[src/rtl/glb_proc_ring_west_bridge.sv]
// West-edge bridge of the GLB processor ring: registers processor requests onto the w2e ring
// and returns e2w read responses. Optional read-timeout retire is enabled by GLB_RD_TIMEOUT_EN.
module glb_proc_ring_west_bridge #(
    parameter int unsigned ADDR_W     = 22,
    parameter int unsigned DATA_W     = 64,
    parameter int unsigned STRB_W     = 8,
    parameter int unsigned MAX_RD     = 4,
    parameter int unsigned RD_TIMEOUT = 255
) (
    input  logic              clk,
    input  logic              reset,
    input  logic              proc_wr_en,
    input  logic [STRB_W-1:0] proc_wr_strb,
    input  logic [ADDR_W-1:0] proc_wr_addr,
    input  logic [DATA_W-1:0] proc_wr_data,
    input  logic              proc_rd_en,
    input  logic [ADDR_W-1:0] proc_rd_addr,
    output logic              proc_ready,
    output logic [DATA_W-1:0] proc_rd_data,
    output logic              proc_rd_data_valid,
    output logic              proc_rd_err,
    output logic              ring_wr_en_w2e,
    output logic [STRB_W-1:0] ring_wr_strb_w2e,
    output logic [ADDR_W-1:0] ring_wr_addr_w2e,
    output logic [DATA_W-1:0] ring_wr_data_w2e,
    output logic              ring_rd_en_w2e,
    output logic [ADDR_W-1:0] ring_rd_addr_w2e,
    input  logic [DATA_W-1:0] ring_rd_data_e2w,
    input  logic              ring_rd_data_valid_e2w
);

    localparam int unsigned CNT_W = $clog2(MAX_RD) + 1;
    localparam logic [CNT_W:0] MAX_RD_C = (CNT_W + 1)'(MAX_RD);

    // Elaboration-time guard against inconsistent parameter sets.
    if (STRB_W != DATA_W / 8 || MAX_RD == 0 || (MAX_RD & (MAX_RD - 1)) != 0 || RD_TIMEOUT == 0)
    begin : g_param_check
        $error("glb_proc_ring_west_bridge: illegal parameter combination");
    end

    logic [CNT_W-1:0] live_cnt_q, live_cnt_d;
    logic [CNT_W-1:0] drop_cnt;
    logic             rd_accept;
    logic             rsp_fwd;
    logic             retire_to;
    logic [DATA_W-1:0] rd_data_d;

`ifdef GLB_RD_TIMEOUT_EN
    localparam int unsigned TIMER_W = $clog2(RD_TIMEOUT + 1);

    logic [CNT_W-1:0]   drop_cnt_q, drop_cnt_d;
    logic [TIMER_W-1:0] timer_q, timer_d;

    assign drop_cnt = drop_cnt_q;

    always_comb begin
        drop_cnt_d = drop_cnt_q + CNT_W'(retire_to)
                     - CNT_W'(ring_rd_data_valid_e2w && (drop_cnt_q != '0));
        // Timer measures the age of the oldest live read only.
        if (rsp_fwd || retire_to || (live_cnt_q == '0)) begin
            timer_d = '0;
        end else begin
            timer_d = timer_q + TIMER_W'(1);
        end
    end

    always_ff @(posedge clk or posedge reset) begin
        if (reset) begin
            drop_cnt_q  <= '0;
            timer_q     <= '0;
            proc_rd_err <= 1'b0;
        end else begin
            drop_cnt_q  <= drop_cnt_d;
            timer_q     <= timer_d;
            proc_rd_err <= retire_to;
        end
    end
`else
    assign drop_cnt    = '0;
    assign proc_rd_err = 1'b0;
`endif

    assign proc_ready = ({1'b0, live_cnt_q} + {1'b0, drop_cnt}) < MAX_RD_C;

    always_comb begin
        rd_accept = proc_rd_en && proc_ready;
        // Responses are in order: timed-out reads' responses arrive first and are swallowed.
        rsp_fwd   = ring_rd_data_valid_e2w && (drop_cnt == '0) && (live_cnt_q != '0);
        retire_to = 1'b0;
`ifdef GLB_RD_TIMEOUT_EN
        retire_to = (live_cnt_q != '0) && !rsp_fwd && (timer_q == TIMER_W'(RD_TIMEOUT));
`endif
        live_cnt_d = live_cnt_q + CNT_W'(rd_accept) - CNT_W'(rsp_fwd) - CNT_W'(retire_to);

        rd_data_d = proc_rd_data;
        if (rsp_fwd) begin
            rd_data_d = ring_rd_data_e2w;
        end else if (retire_to) begin
            rd_data_d = '0;
        end
    end

    always_ff @(posedge clk or posedge reset) begin
        if (reset) begin
            live_cnt_q         <= '0;
            proc_rd_data       <= '0;
            proc_rd_data_valid <= 1'b0;
            ring_wr_en_w2e     <= 1'b0;
            ring_wr_strb_w2e   <= '0;
            ring_wr_addr_w2e   <= '0;
            ring_wr_data_w2e   <= '0;
            ring_rd_en_w2e     <= 1'b0;
            ring_rd_addr_w2e   <= '0;
        end else begin
            live_cnt_q         <= live_cnt_d;
            proc_rd_data       <= rd_data_d;
            proc_rd_data_valid <= rsp_fwd || retire_to;
            ring_wr_en_w2e     <= proc_wr_en;
            ring_rd_en_w2e     <= rd_accept;
            if (proc_wr_en) begin
                ring_wr_strb_w2e <= proc_wr_strb;
                ring_wr_addr_w2e <= proc_wr_addr;
                ring_wr_data_w2e <= proc_wr_data;
            end
            if (rd_accept) begin
                ring_rd_addr_w2e <= proc_rd_addr;
            end
        end
    end

endmodule

[config.mk]
export PLATFORM = sky130hd
export DESIGN_NAME = glb_proc_ring_west_bridge
export DESIGN_NICKNAME = d
export VERILOG_FILES = /design/src/rtl/glb_proc_ring_west_bridge.sv
export SDC_FILE = /design/constraint.sdc
export NUM_CORES = 1
export LEC_CHECK = 0
export ABC_CLOCK_PERIOD_IN_PS = 14070
export CORE_AREA = 2 2 144 146
export CTS_CLUSTER_SIZE = 10
export DETAILED_ROUTE_END_ITERATION = 10
export DIE_AREA = 0 0 146 148
export GPL_TIMING_DRIVEN = 0
export HOLD_SLACK_MARGIN = 0.08
export PLACE_DENSITY = 0.79
export SYNTH_ARGS = -nofsm -noshare
export SYNTH_HDL_FRONTEND = slang
export SYNTH_SLANG_ARGS = --single-unit
[constraint.sdc]
create_clock -name clk -period 14.07 [get_ports clk]
set_clock_uncertainty 0.05 [all_clocks]
set_input_delay 2.1105 -clock clk [delete_from_list [all_inputs] [get_ports clk]]
set_output_delay 2.1105 -clock clk [all_outputs]
set_load 0.02 [all_outputs]
==> impl_metrics.json <==
{
  "postRouteAntennaNets": 0,
  "synth_fp_nets": 590,
  "grt_usage_pct": 17.7,
  "power.density_nw_per_um2": 160,
  "root_buffer": "clkbuf_16",
  "yosysSeqAreaShare_pct": 67.1,
  "peakVddDrop_mv": 0.117,
  "drt_wl_total_um": 18900,
  "die_x_um": 146,
  "whs_path_depth": 1,
  "relSlewSlack_pct": 56.2,
  "path_clk_slew_ns": 0.07,
  "hpwl_um": 14400,
  "nFillCells": 1692,
  "die_area_um2": 21600,
  "dr.pass1.iters": 4,
  "worstPathCellList": "clkdlybuf4s50_1, nor2b_1, buf_2, buf_2, inv_1, ha_1, inv_1, ha_1, fa_1, xnor2_1, xnor2_1",
  "drive_above_1_share_pct": 22.7,
  "drc": 0,
  "fin_crit_sh_pct": 29.2,
  "detail_route.wl_per_cell_um": 17.6,
  "synth_top_cells_by_area": "dfrtp_1, mux2_2, mux2_1, buf_2, buf_6",
  "clock_latency_ns": 0.42,
  "worst_pin_slew_ns": 0.658,
  "crit_cells": 11,
  "crit_buf_inv": 5,
  "post_cts_buffers": 0,
  "rsz0062_at_grt": "no",
  "coreArea_um2": 20000,
  "worstPathMaxFanout": 10,
  "cts_tree": "done",
  "antenna_found_initial": 0,
  "syn_area_per_cell_um2": 17.2,
  "vias": 4864,
  "worstPathArrival_ns": 4.36,
  "cap_viol_max_count": 0,
  "status": "complete, no violations",
  "maxSlewViolCount": 0,
  "via_per_inst": 4.53,
  "port_buffers": 368,
  "power_leakage_uw": 0.00478,
  "finalHoldViolCount": 0,
  "period_needed_ns": 4.11,
  "yosysTopAreaCell": "dfrtp_1",
  "initial_core_util_pct": 34.6,
  "yosys_warnings": 0,
  "fmax_ghz": 0.244,
  "nets": 978,
  "globalRouteMet2Util_pct": 30.9,
  "cts.sinks": 186,
  "grt_pass1_vias": 5352,
  "grt_use_met1_pct": 19.9,
  "finalWorstSetupSlack_ns": 9.96,
  "clockBufferDepth": 2,
  "setup_violations": 0,
  "reg2reg_depth": 10,
  "timing.setup.tns_ns": 0,
  "cp_top_family": "buffers and inverters",
  "top_usage_layer": "met2",
  "grt_max_degree": 97,
  "crit_type": "in -> reg",
  "hp-class": "reg -> reg",
  "max_stage_delay_ns": 0.45,
  "met3_usage_pct": 5.80,
  "gp_congestion": 0.763,
  "n_antenna_cell": 0,
  "cp.required_ns": 14.33,
  "syn-cell-area_um2": 6930,
  "dp_worst_setup_slack_ns": 9.53,
  "synth-seq-cells": 186,
  "yosysTopAreaCellShare_pct": 67.1,
  "ioPinCount": 370,
  "die_h_um": 148,
  "cp-start-kind": "input pin",
  "holdBufCountCts": 0,
  "cts-htree-levels": 4,
  "synth_cells": 402,
  "std_cell_rows": 52,
  "numCtsBuffers": 17,
  "drtIter0Drc": 125,
  "grt_pass1_wl_um": 29600,
  "grt_overflow": 0,
  "ys_types": 13,
  "ctsResizeCount": 0,
  "crit_path_end_kind": "flip-flop",
  "syn_to_final_growth_pct": 66.7,
  "slowest_stage": "clkdlybuf4s50_1"
}
final timing paths:
| check | from | slack, ns | to |
|---|---|---|---|
| max in group asynchronous | reset | 10.96 | ring_wr_data_w2e[43]$_DFFE_PP0P_ |
| max reg2reg | live_cnt_q[2]$_DFF_PP0_ | 11.61 | live_cnt_q[2]$_DFF_PP0_ |
| min reg2reg | proc_rd_data[13]$_DFFE_PP0P_ | 0.44 | proc_rd_data[13]$_DFFE_PP0P_ |
| min in group asynchronous | reset | 2.12 | proc_rd_data[29]$_DFFE_PP0P_ |
| max | proc_rd_en | 9.96 | live_cnt_q[2]$_DFF_PP0_ |
| min | proc_rd_data[13]$_DFFE_PP0P_ | 0.44 | proc_rd_data[13]$_DFFE_PP0P_ |
kinds of logic after synthesis:
logic type / share of synthesized area (%)
buffers and inverters: 2.42
and+or+nand+nor: 0.0903
DFF: 67.1
other: 0.0541
muxes: 29.2
xor gates and xnor gates: 0.253
adders and majority gates: 0.650
AOI/OAI and AO/OA: 0.180
area by class of cell:
class	count	area, um^2	share of cell area, %
Clock buffer	18	439	3.80
Timing Repair Buffer	369	3710	32.1
Inverter	7	33.8	0.292
Multi-Input combinational cell	188	2110	18.3
Clock inverter	14	129	1.11
Sequential cell	186	4650	40.3
Buffer	21	141	1.22
Tap cell	270	338	2.92
cell usage after synthesis:
library cell,n
fa_1,1
inv_1,7
mux2_2,126
buf_6,5
conb_1,1
ha_1,2
mux2_1,54
xnor2_1,2
o31ai_2,1
nor2b_1,1
buf_4,2
buf_2,14
dfrtp_1,186
flip-flops by register name (all words and copies together) (netlist names):
| signal | cells |
|---|---|
| proc_rd_data | 64 |
| ring_wr_data_w2e | 64 |
| ring_rd_addr_w2e | 22 |
| ring_wr_addr_w2e | 22 |
| ring_wr_strb_w2e | 8 |
| live_cnt_q | 3 |
| proc_rd_data_valid | 1 |
| ring_rd_en_w2e | 1 |
| ring_wr_en_w2e | 1 |
cells in the final DEF (no fill, tap or decap):
cell and instances:
inv_1 6, dfrtp_1 186, inv_6 5, clkdlybuf4s50_1 368
clkinv_4 2, clkinvlp_4 1, clkbuf_8 1, xnor2_1 2
ha_1 2, buf_16 1, clkinv_2 2, fa_1 1
mux2_1 54, buf_6 5, conb_1 1, buf_4 2
buf_2 14, clkinv_8 1, clkbuf_16 17, o31ai_2 1
mux2_2 126, nor2b_1 1, inv_8 4
per-layer routing:
metal  routed length, um  part of all wire [%]
met1                7130                    38
met2                9770                    52
met3                1350                   7.2
met4                 615                   3.3
met5                   0                     0
report_power, final:
group / leakage, uW / internal, uW / switching (uW)
clock: 0.000281 / 239 / 227
sequential: 0.00217 / 658 / 62.6
combinational: 0.00233 / 359 / 306
total: 0.00478 / 1260 / 596
through the flow:
| step | util (%) | cell area, um^2 | hold WS (ns) | total power (uW) | std cells |
|---|---|---|---|---|---|
| after floorplan | - | 6930 | 0.449 | 1050 | 402 |
| after global placement | 54.7 | 11000 | 0.423 | 1390 | 1040 |
| after detailed placement | 54.8 | 11000 | 0.430 | 1410 | 1041 |
| after CTS | 57.7 | 11600 | 0.447 | 1880 | 1073 |
| after global routing | 57.7 | 11600 | 0.459 | 1940 | 1073 |
| final | 57.7 | 11600 | 0.442 | 1850 | 1073 |
Power figures use the tool's default switching activity.
